===== src/rtl/lfsr_share_arbiter_pkg.sv =====
// Shared definitions for the LFSR share arbiter: FSM state encoding,
// requester count limit, default reseed value and a pointer-width helper.
package lfsr_share_arbiter_pkg;

  // Arbiter FSM states. IDLE is the only state that samples requests.
  typedef enum logic [2:0] {
    ST_IDLE   = 3'd0,
    ST_GRANT  = 3'd1,
    ST_STEP   = 3'd2,
    ST_SETTLE = 3'd3,
    ST_RESEED = 3'd4
  } arb_state_t;

  // Largest supported number of requesters.
  localparam int N_REQ_MAX = 8;

  // Default random word width and reseed value.
  // The reseed value must be non-zero so the LFSR leaves lockup.
  localparam int DEFAULT_WIDTH = 7;
  localparam logic [DEFAULT_WIDTH-1:0] DEFAULT_SEED = 7'h01;

  // Width of a round-robin pointer able to address n requesters.
  function automatic int ptrWidth(input int n);
    return (n <= 2) ? 1 : $clog2(n);
  endfunction

endpackage


===== src/rtl/lfsr_share_arbiter_rr_pick.sv =====
// Combinational round-robin winner select. Searches upward from the
// pointer with wrap-around and returns the first requesting index.
module rr_pick
  import lfsr_share_arbiter_pkg::*;
#(
  parameter int N_REQ = 4,
  parameter int PTR_W = 2
) (
  input  logic [N_REQ-1:0] i_req,
  input  logic [PTR_W-1:0] i_rrPtr,
  output logic [N_REQ-1:0] o_winner,
  output logic [PTR_W-1:0] o_winnerIdx,
  output logic             o_anyReq
);

  logic             w_hiHit;
  logic [PTR_W-1:0] w_hiIdx;
  logic             w_loHit;
  logic [PTR_W-1:0] w_loIdx;

  // Lowest request at or above the pointer wins; otherwise the lowest
  // request below it (the wrapped part of the search).
  always_comb begin
    w_hiHit     = 1'b0;
    w_hiIdx     = '0;
    w_loHit     = 1'b0;
    w_loIdx     = '0;
    o_winner    = '0;
    o_winnerIdx = '0;
    o_anyReq    = 1'b0;
    for (int j = N_REQ - 1; j >= 0; j--) begin
      if (i_req[j]) begin
        if (j >= int'(i_rrPtr)) begin
          w_hiHit = 1'b1;
          w_hiIdx = PTR_W'(j);
        end else begin
          w_loHit = 1'b1;
          w_loIdx = PTR_W'(j);
        end
      end
    end
    o_anyReq    = w_hiHit | w_loHit;
    o_winnerIdx = w_hiHit ? w_hiIdx : w_loIdx;
    if (o_anyReq) begin
      o_winner[o_winnerIdx] = 1'b1;
    end
  end

endmodule


===== src/rtl/lfsr_share_arbiter.sv =====
// Shares one external LFSR among N_REQ requesters. Each grant hands the
// current LFSR word to one requester, then steps the LFSR and waits one
// cycle so the next capture always sees a fresh state. A zero LFSR state
// (lockup) is repaired by pulsing seed_load before any further grant.
module lfsr_share_arbiter
  import lfsr_share_arbiter_pkg::*;
#(
  parameter int               WIDTH = DEFAULT_WIDTH,
  parameter int               N_REQ = 4,
  parameter logic [WIDTH-1:0] SEED  = DEFAULT_SEED
) (
  input  logic             ADC_CLK_10,
  input  logic             reset_n,
  input  logic [N_REQ-1:0] req,
  input  logic [WIDTH-1:0] rnd_in,
  output logic [N_REQ-1:0] gnt,
  output logic             valid,
  output logic [WIDTH-1:0] rnd_out,
  output logic             lfsr_step,
  output logic             seed_load,
  output logic [WIDTH-1:0] seed_val
);

  localparam int PTR_W = ptrWidth(N_REQ);

  if (N_REQ < 2 || N_REQ > N_REQ_MAX) begin : gBadNReq
    $error("lfsr_share_arbiter: N_REQ out of range");
  end

  arb_state_t       r_state;
  arb_state_t       w_stateNext;
  logic [PTR_W-1:0] r_rrPtr;
  logic [PTR_W-1:0] w_rrPtrNext;
  logic [N_REQ-1:0] r_gnt;
  logic             r_valid;
  logic [WIDTH-1:0] r_rndOut;
  logic             r_lfsrStep;
  logic             r_seedLoad;

  logic [N_REQ-1:0] w_winner;
  logic [PTR_W-1:0] w_winnerIdx;
  logic             w_anyReq;
  logic             w_grantFire;
  logic             w_reseedFire;
  logic             w_stepFire;

  rr_pick #(
    .N_REQ (N_REQ),
    .PTR_W (PTR_W)
  ) u_rrPick (
    .i_req       (req),
    .i_rrPtr     (r_rrPtr),
    .o_winner    (w_winner),
    .o_winnerIdx (w_winnerIdx),
    .o_anyReq    (w_anyReq)
  );

  // Pointer moves just past the winner so it gets lowest priority next time.
  always_comb begin
    w_rrPtrNext = r_rrPtr;
    if (w_grantFire) begin
      if (w_winnerIdx == PTR_W'(N_REQ - 1)) begin
        w_rrPtrNext = '0;
      end else begin
        w_rrPtrNext = w_winnerIdx + 1'b1;
      end
    end
  end

  // Next-state logic; lockup repair in IDLE outranks pending requests.
  always_comb begin
    w_stateNext  = r_state;
    w_grantFire  = 1'b0;
    w_reseedFire = 1'b0;
    w_stepFire   = 1'b0;
    case (r_state)
      ST_IDLE: begin
        if (rnd_in == '0) begin
          w_stateNext  = ST_RESEED;
          w_reseedFire = 1'b1;
        end else if (w_anyReq) begin
          w_stateNext = ST_GRANT;
          w_grantFire = 1'b1;
        end
      end
      ST_GRANT: begin
        w_stateNext = ST_STEP;
        w_stepFire  = 1'b1;
      end
      ST_STEP:   w_stateNext = ST_SETTLE;
      ST_SETTLE: w_stateNext = ST_IDLE;
      ST_RESEED: w_stateNext = ST_SETTLE;
      default:   w_stateNext = ST_IDLE;
    endcase
  end

  // State register.
  always_ff @(posedge ADC_CLK_10 or negedge reset_n) begin
    if (!reset_n) begin
      r_state <= ST_IDLE;
    end else begin
      r_state <= w_stateNext;
    end
  end

  // Round-robin pointer register.
  always_ff @(posedge ADC_CLK_10 or negedge reset_n) begin
    if (!reset_n) begin
      r_rrPtr <= '0;
    end else begin
      r_rrPtr <= w_rrPtrNext;
    end
  end

  // Grant outputs: one-hot grant and valid are high only in GRANT.
  always_ff @(posedge ADC_CLK_10 or negedge reset_n) begin
    if (!reset_n) begin
      r_gnt   <= '0;
      r_valid <= 1'b0;
    end else begin
      r_gnt   <= w_grantFire ? w_winner : '0;
      r_valid <= w_grantFire;
    end
  end

  // Captured word is held between grants so it stays readable afterwards.
  always_ff @(posedge ADC_CLK_10 or negedge reset_n) begin
    if (!reset_n) begin
      r_rndOut <= '0;
    end else if (w_grantFire) begin
      r_rndOut <= rnd_in;
    end
  end

  // LFSR control pulses: step in STEP, seed load in RESEED, one cycle each.
  always_ff @(posedge ADC_CLK_10 or negedge reset_n) begin
    if (!reset_n) begin
      r_lfsrStep <= 1'b0;
      r_seedLoad <= 1'b0;
    end else begin
      r_lfsrStep <= w_stepFire;
      r_seedLoad <= w_reseedFire;
    end
  end

  assign gnt       = r_gnt;
  assign valid     = r_valid;
  assign rnd_out   = r_rndOut;
  assign lfsr_step = r_lfsrStep;
  assign seed_load = r_seedLoad;
  assign seed_val  = SEED;

endmodule


===== config.mk =====
export PLATFORM = sky130hd
export DESIGN_NAME = lfsr_share_arbiter
export DESIGN_NICKNAME = d
export VERILOG_FILES = /design/src/rtl/lfsr_share_arbiter_pkg.sv /design/src/rtl/lfsr_share_arbiter_rr_pick.sv /design/src/rtl/lfsr_share_arbiter.sv
export SDC_FILE = /design/constraint.sdc
export NUM_CORES = 1
export LEC_CHECK = 0
export ABC_AREA = 0
export CAP_MARGIN = 5
export CORE_UTILIZATION = 39
export DETAILED_ROUTE_END_ITERATION = 16
export GPL_ROUTABILITY_DRIVEN = 0
export PLACE_DENSITY = 0.71
export REMOVE_ABC_BUFFERS = 1
export SLEW_MARGIN = 40
export SYNTH_ARGS = -nofsm -noshare
export SYNTH_HDL_FRONTEND = slang
export SYNTH_SLANG_ARGS = --single-unit

===== constraint.sdc =====
create_clock -name ADC_CLK_10 -period 4.31 [get_ports ADC_CLK_10]
set_clock_uncertainty 0.15 [all_clocks]
set_input_delay 0.6465 -clock ADC_CLK_10 [delete_from_list [all_inputs] [get_ports ADC_CLK_10]]
set_output_delay 0.6465 -clock ADC_CLK_10 [all_outputs]
set_load 0.02 [all_outputs]

==> run summary <==
For this run, the total global-route usage over all layers was measured as 12.81%. TritonCTS built the clock tree. Synthesis instantiated 27 different standard cells from the library. The critical setup path kind was in2reg. In the final layout, the share of cells above drive strength 1 is 21.00%. For the final routed database, the setup TNS stands at 0 ns. The number of cell rows is 17. Clock-pin slew was measured on the worst setup and hold paths at 0.10 ns.

For the minimum setup slack among reg-to-reg paths, the log shows 2.21 ns. The clock latency of the later-clocked register in the worst-skew pair was 0.29 ns; the starting utilization of the core area was 41.84%. The logs give 0 for the number of remaining DRC errors and 74 for the count of mapped cells out of synthesis. At the pin with the least slew margin, the transition time is 0.6783 ns.

The launch point of the critical path was req[1]. Setup repair after global routing left no endpoint under its margin. The class of the tightest hold or removal check is in2async. Data on the critical path is required at its endpoint by 4.35 ns.

The total internal power was 492.3 uW. The initial antenna violation count is 0. The first detailed-routing pass took 4 iterations. Registers are responsible for 38.9% of the overall power.

The flow ran to the end, and the final reports show no timing, DRC or antenna violations. The routed design has 1443 um of wire. The clock root buffer master was sky130_fd_sc_hd__clkbuf_4. The logs give 943.4 um^2 for the mapped cell area and 0 for the number of pins with negative max-slew slack in the final report. The fmax was 421.1 MHz; the initial DRC count was 10. Counting the buffers created by CTS gives 3.

The critical register-to-register path endpoint was rnd_out[2]$_DFFE_PN0P_. Counting every sink on the clock net gives 19. In this run, the clock network consumes 11.5% of the power. The post-detailed-placement cell area was 1190 um^2. The worst-case IR drop observed on VDD is 0.3298 mV.

With fillers left out, the area of the finished cells amounts to 1211 um^2. In this run the count of I/O pins placed on the die edge is 34. The number of gates resized after CTS came out at 0. For the leftover overflow at the end of global routing, the log shows 0.

The final number of setup-violating endpoints came out at 0. The run gives 0 as the number of diodes. The Yosys step of the flow raised 0 warnings. The kind of end point of the critical path is a flop.

The tools report the hold-fix buffer count after cts as 0. Dividing total power by cell area gives a power density of 624.4 nW/um^2. The detailed router placed 597 vias in this run.

Counting flops and latches in the post-synthesis netlist gives 19. The number of setup buffers added after CTS is 0. The largest fanout on the critical path was 5. The worst path uses 55.10% of the clock period. For the finished layout, the period the worst path requires is 2.375 ns.

The tools report the number of global-route vias before repair as 578. STA classifies the critical path startpoint as an input port. The average detailed-routed wire length per instance is 11.27 um. The die outline area was 2620 um^2. Dividing the detail-routed via count by the number of cells gives 4.664. After the last flow step, the layout net total stands at 118.

The leakage power is 0.5293 nW. Max-cap violations in this run came to 0. For the share of total power in combinational logic, the log shows 49.6%. The tools report the startpoint of the lowest-slack register-to-register path as r_state[1]$_DFFE_PN0P_. The horizontal die dimension works out to 51.19 um. In this run the standard cell core region covers 2255 um^2.

The worst register-to-register path has a depth of 3. For the H-tree depth, the log shows 1. The count of input and output buffers is 26, and the maximum number of pins on one net before global-route repair is 20. The number of inserted filler cells in the final layout came out at 220. The placed wire-length estimate after detailed placement was 1135 um. Relative to the synthesized area, the layout overhead comes to 28.38%.

In this run the power spent charging and discharging nets is 264.0 uW. The critical path ends at r_rrPtr[1]$_DFFE_PN0P_. Data on the critical path arrives at its endpoint at 2.41 ns.

In this run the vertical extent of the chip is 51.19 um. Measured on the finished design, the core utilization comes to 53.72%. The switching share of total power was 34.90%.

The clock passes through at most 2 buffers. The sequential area share after synthesis was 50.40%. The run gives 0 as the number of routed nets with antenna violations. The worst pin sits at a relative slew slack of 54.63%. The average instance in the mapped netlist occupies 12.75 um^2.

The hold violation total from the final report was 0. The first global-routing pass estimated 2387 um of wire.
==> layout by cell type (no fill, tap or decap) <==
master and n:
sky130_fd_sc_hd__clkdlybuf4s50_1 25, sky130_fd_sc_hd__dfrtp_1 19, sky130_fd_sc_hd__conb_1 7, sky130_fd_sc_hd__a21oi_1 5
sky130_fd_sc_hd__and2_2 4, sky130_fd_sc_hd__mux2_4 4, sky130_fd_sc_hd__mux2_2 4, sky130_fd_sc_hd__ha_1 4
sky130_fd_sc_hd__nor2_1 3, sky130_fd_sc_hd__clkbuf_4 3, sky130_fd_sc_hd__nor4_2 2, sky130_fd_sc_hd__mux2i_1 2
sky130_fd_sc_hd__inv_1 2, sky130_fd_sc_hd__o21a_1 2, sky130_fd_sc_hd__nor3_1 1, sky130_fd_sc_hd__or3_4 1
sky130_fd_sc_hd__a211oi_4 1, sky130_fd_sc_hd__a221oi_1 1, sky130_fd_sc_hd__o22ai_1 1, sky130_fd_sc_hd__o22a_1 1
sky130_fd_sc_hd__nor3b_1 1, sky130_fd_sc_hd__nand2_1 1, sky130_fd_sc_hd__xor2_1 1, sky130_fd_sc_hd__o21ai_0 1
sky130_fd_sc_hd__o31a_2 1, sky130_fd_sc_hd__a2bb2oi_1 1, sky130_fd_sc_hd__clkbuf_1 1, sky130_fd_sc_hd__buf_2 1
==> area by class of cell <==
class / instances / area (um^2) / area share (%)
tap: 28 / 35.03 / 2.893
clock buffer: 4 / 26.28 / 2.169
timing repair buffer: 26 / 255.2 / 21.07
inverter: 2 / 7.507 / 0.6198
sequential: 19 / 475.5 / 39.26
multi-input combinational: 49 / 411.6 / 33.99
==> state kept, by name (all words and copies together) (netlist names) <==
register,cells
rnd_out,7
gnt,4
r_state,3
r_rrPtr,2
lfsr_step,1
seed_load,1
valid,1
==> per-stage QoR <==
step | hold slack, ns | total power [mW] | cells | setup WS [ns]
global route | 0.1315 | 0.8101 | 128 | 1.830
detailed placement | 0.3458 | 0.6794 | 124 | 1.599
finish | 0.1096 | 0.7562 | 128 | 1.935
CTS | 0.3696 | 0.7677 | 128 | 1.919
floorplan | 0.2009 | 0.5294 | 70 | 2.336
global placement | 0.3394 | 0.6714 | 124 | 1.687
==> metal layers <==
metal  GRT usage (%)  part of all wire [%]
met1           14.99                    45
met2           21.05                    47
met5               0                     0
met4           9.722                   2.5
met3           1.786                   4.6
==> worst max-delay path: stages <==
cell and delay, ns:
sky130_fd_sc_hd__clkdlybuf4s50_1 0.56, sky130_fd_sc_hd__mux2i_1 0.09, sky130_fd_sc_hd__a221oi_1 0.54, sky130_fd_sc_hd__ha_1 0.33, sky130_fd_sc_hd__mux2_4 0.25
==> power by group through the flow <==
| stage | Sequential (mW) | Clock (mW) | Combinational (mW) |
|---|---|---|---|
| 5_1_grt | 0.306 | 0.0975 | 0.407 |
| 2_1_floorplan | 0.358 | 0 | 0.171 |
| 3_3_place_gp | 0.297 | 0 | 0.375 |
| 6_report | 0.294 | 0.0867 | 0.375 |
| 4_1_cts | 0.296 | 0.0912 | 0.381 |
| 3_5_place_dp | 0.299 | 0 | 0.380 |
==> cells by family (layout without fill, tap and decap cells) <==
group | Yosys count | count (layout) | synth area share, %
xor+xnor | 1 | 1 | 0.9286
mux | 10 | 10 | 13.26
compound gates | 14 | 14 | 11.41
fa+ha+maj | 4 | 4 | 5.305
other cells | 2 | 7 | 0.7961
buf+inv | 11 | 32 | 7.957
flops | 19 | 19 | 50.40
simple gates | 13 | 13 | 9.946
==> worst min path at each step <==
stage                                   endpoint  depth (start not counted)
after global placement    rnd_out[5]$_DFFE_PN0P_                          1
after global routing      rnd_out[6]$_DFFE_PN0P_                          1
after CTS                 rnd_out[5]$_DFFE_PN0P_                          1
after detailed placement  rnd_out[5]$_DFFE_PN0P_                          1
after floorplan                 gnt[0]$_DFF_PN0_                          0
final                     rnd_out[3]$_DFFE_PN0P_                          1
==> Yosys cell counts (all sizes together) <==
| cell | count | area, um^2 |
|---|---|---|
| a211oi | 1 | 20.02 |
| a21oi | 5 | 25.02 |
| a221oi | 1 | 8.760 |
| a2bb2oi | 1 | 8.760 |
| and2 | 4 | 30.03 |
| buf | 8 | 63.81 |
| clkbuf | 1 | 3.750 |
| conb | 2 | 7.510 |
| dfrtp | 19 | 475.5 |
| ha | 4 | 50.05 |
| inv | 2 | 7.510 |
| mux2 | 8 | 105.1 |
| mux2i | 2 | 20.02 |
| nand2 | 1 | 3.750 |
| nor2 | 3 | 11.26 |
| nor3 | 1 | 5.000 |
| nor3b | 1 | 7.510 |
| nor4 | 2 | 25.02 |
| o21a | 2 | 15.01 |
| o21ai | 1 | 5.000 |
| o22a | 1 | 8.760 |
| o22ai | 1 | 6.260 |
| o31a | 1 | 10.01 |
| or3 | 1 | 11.26 |
| xor2 | 1 | 8.760 |
No activity file was read; power rests on OpenSTA's default activity.
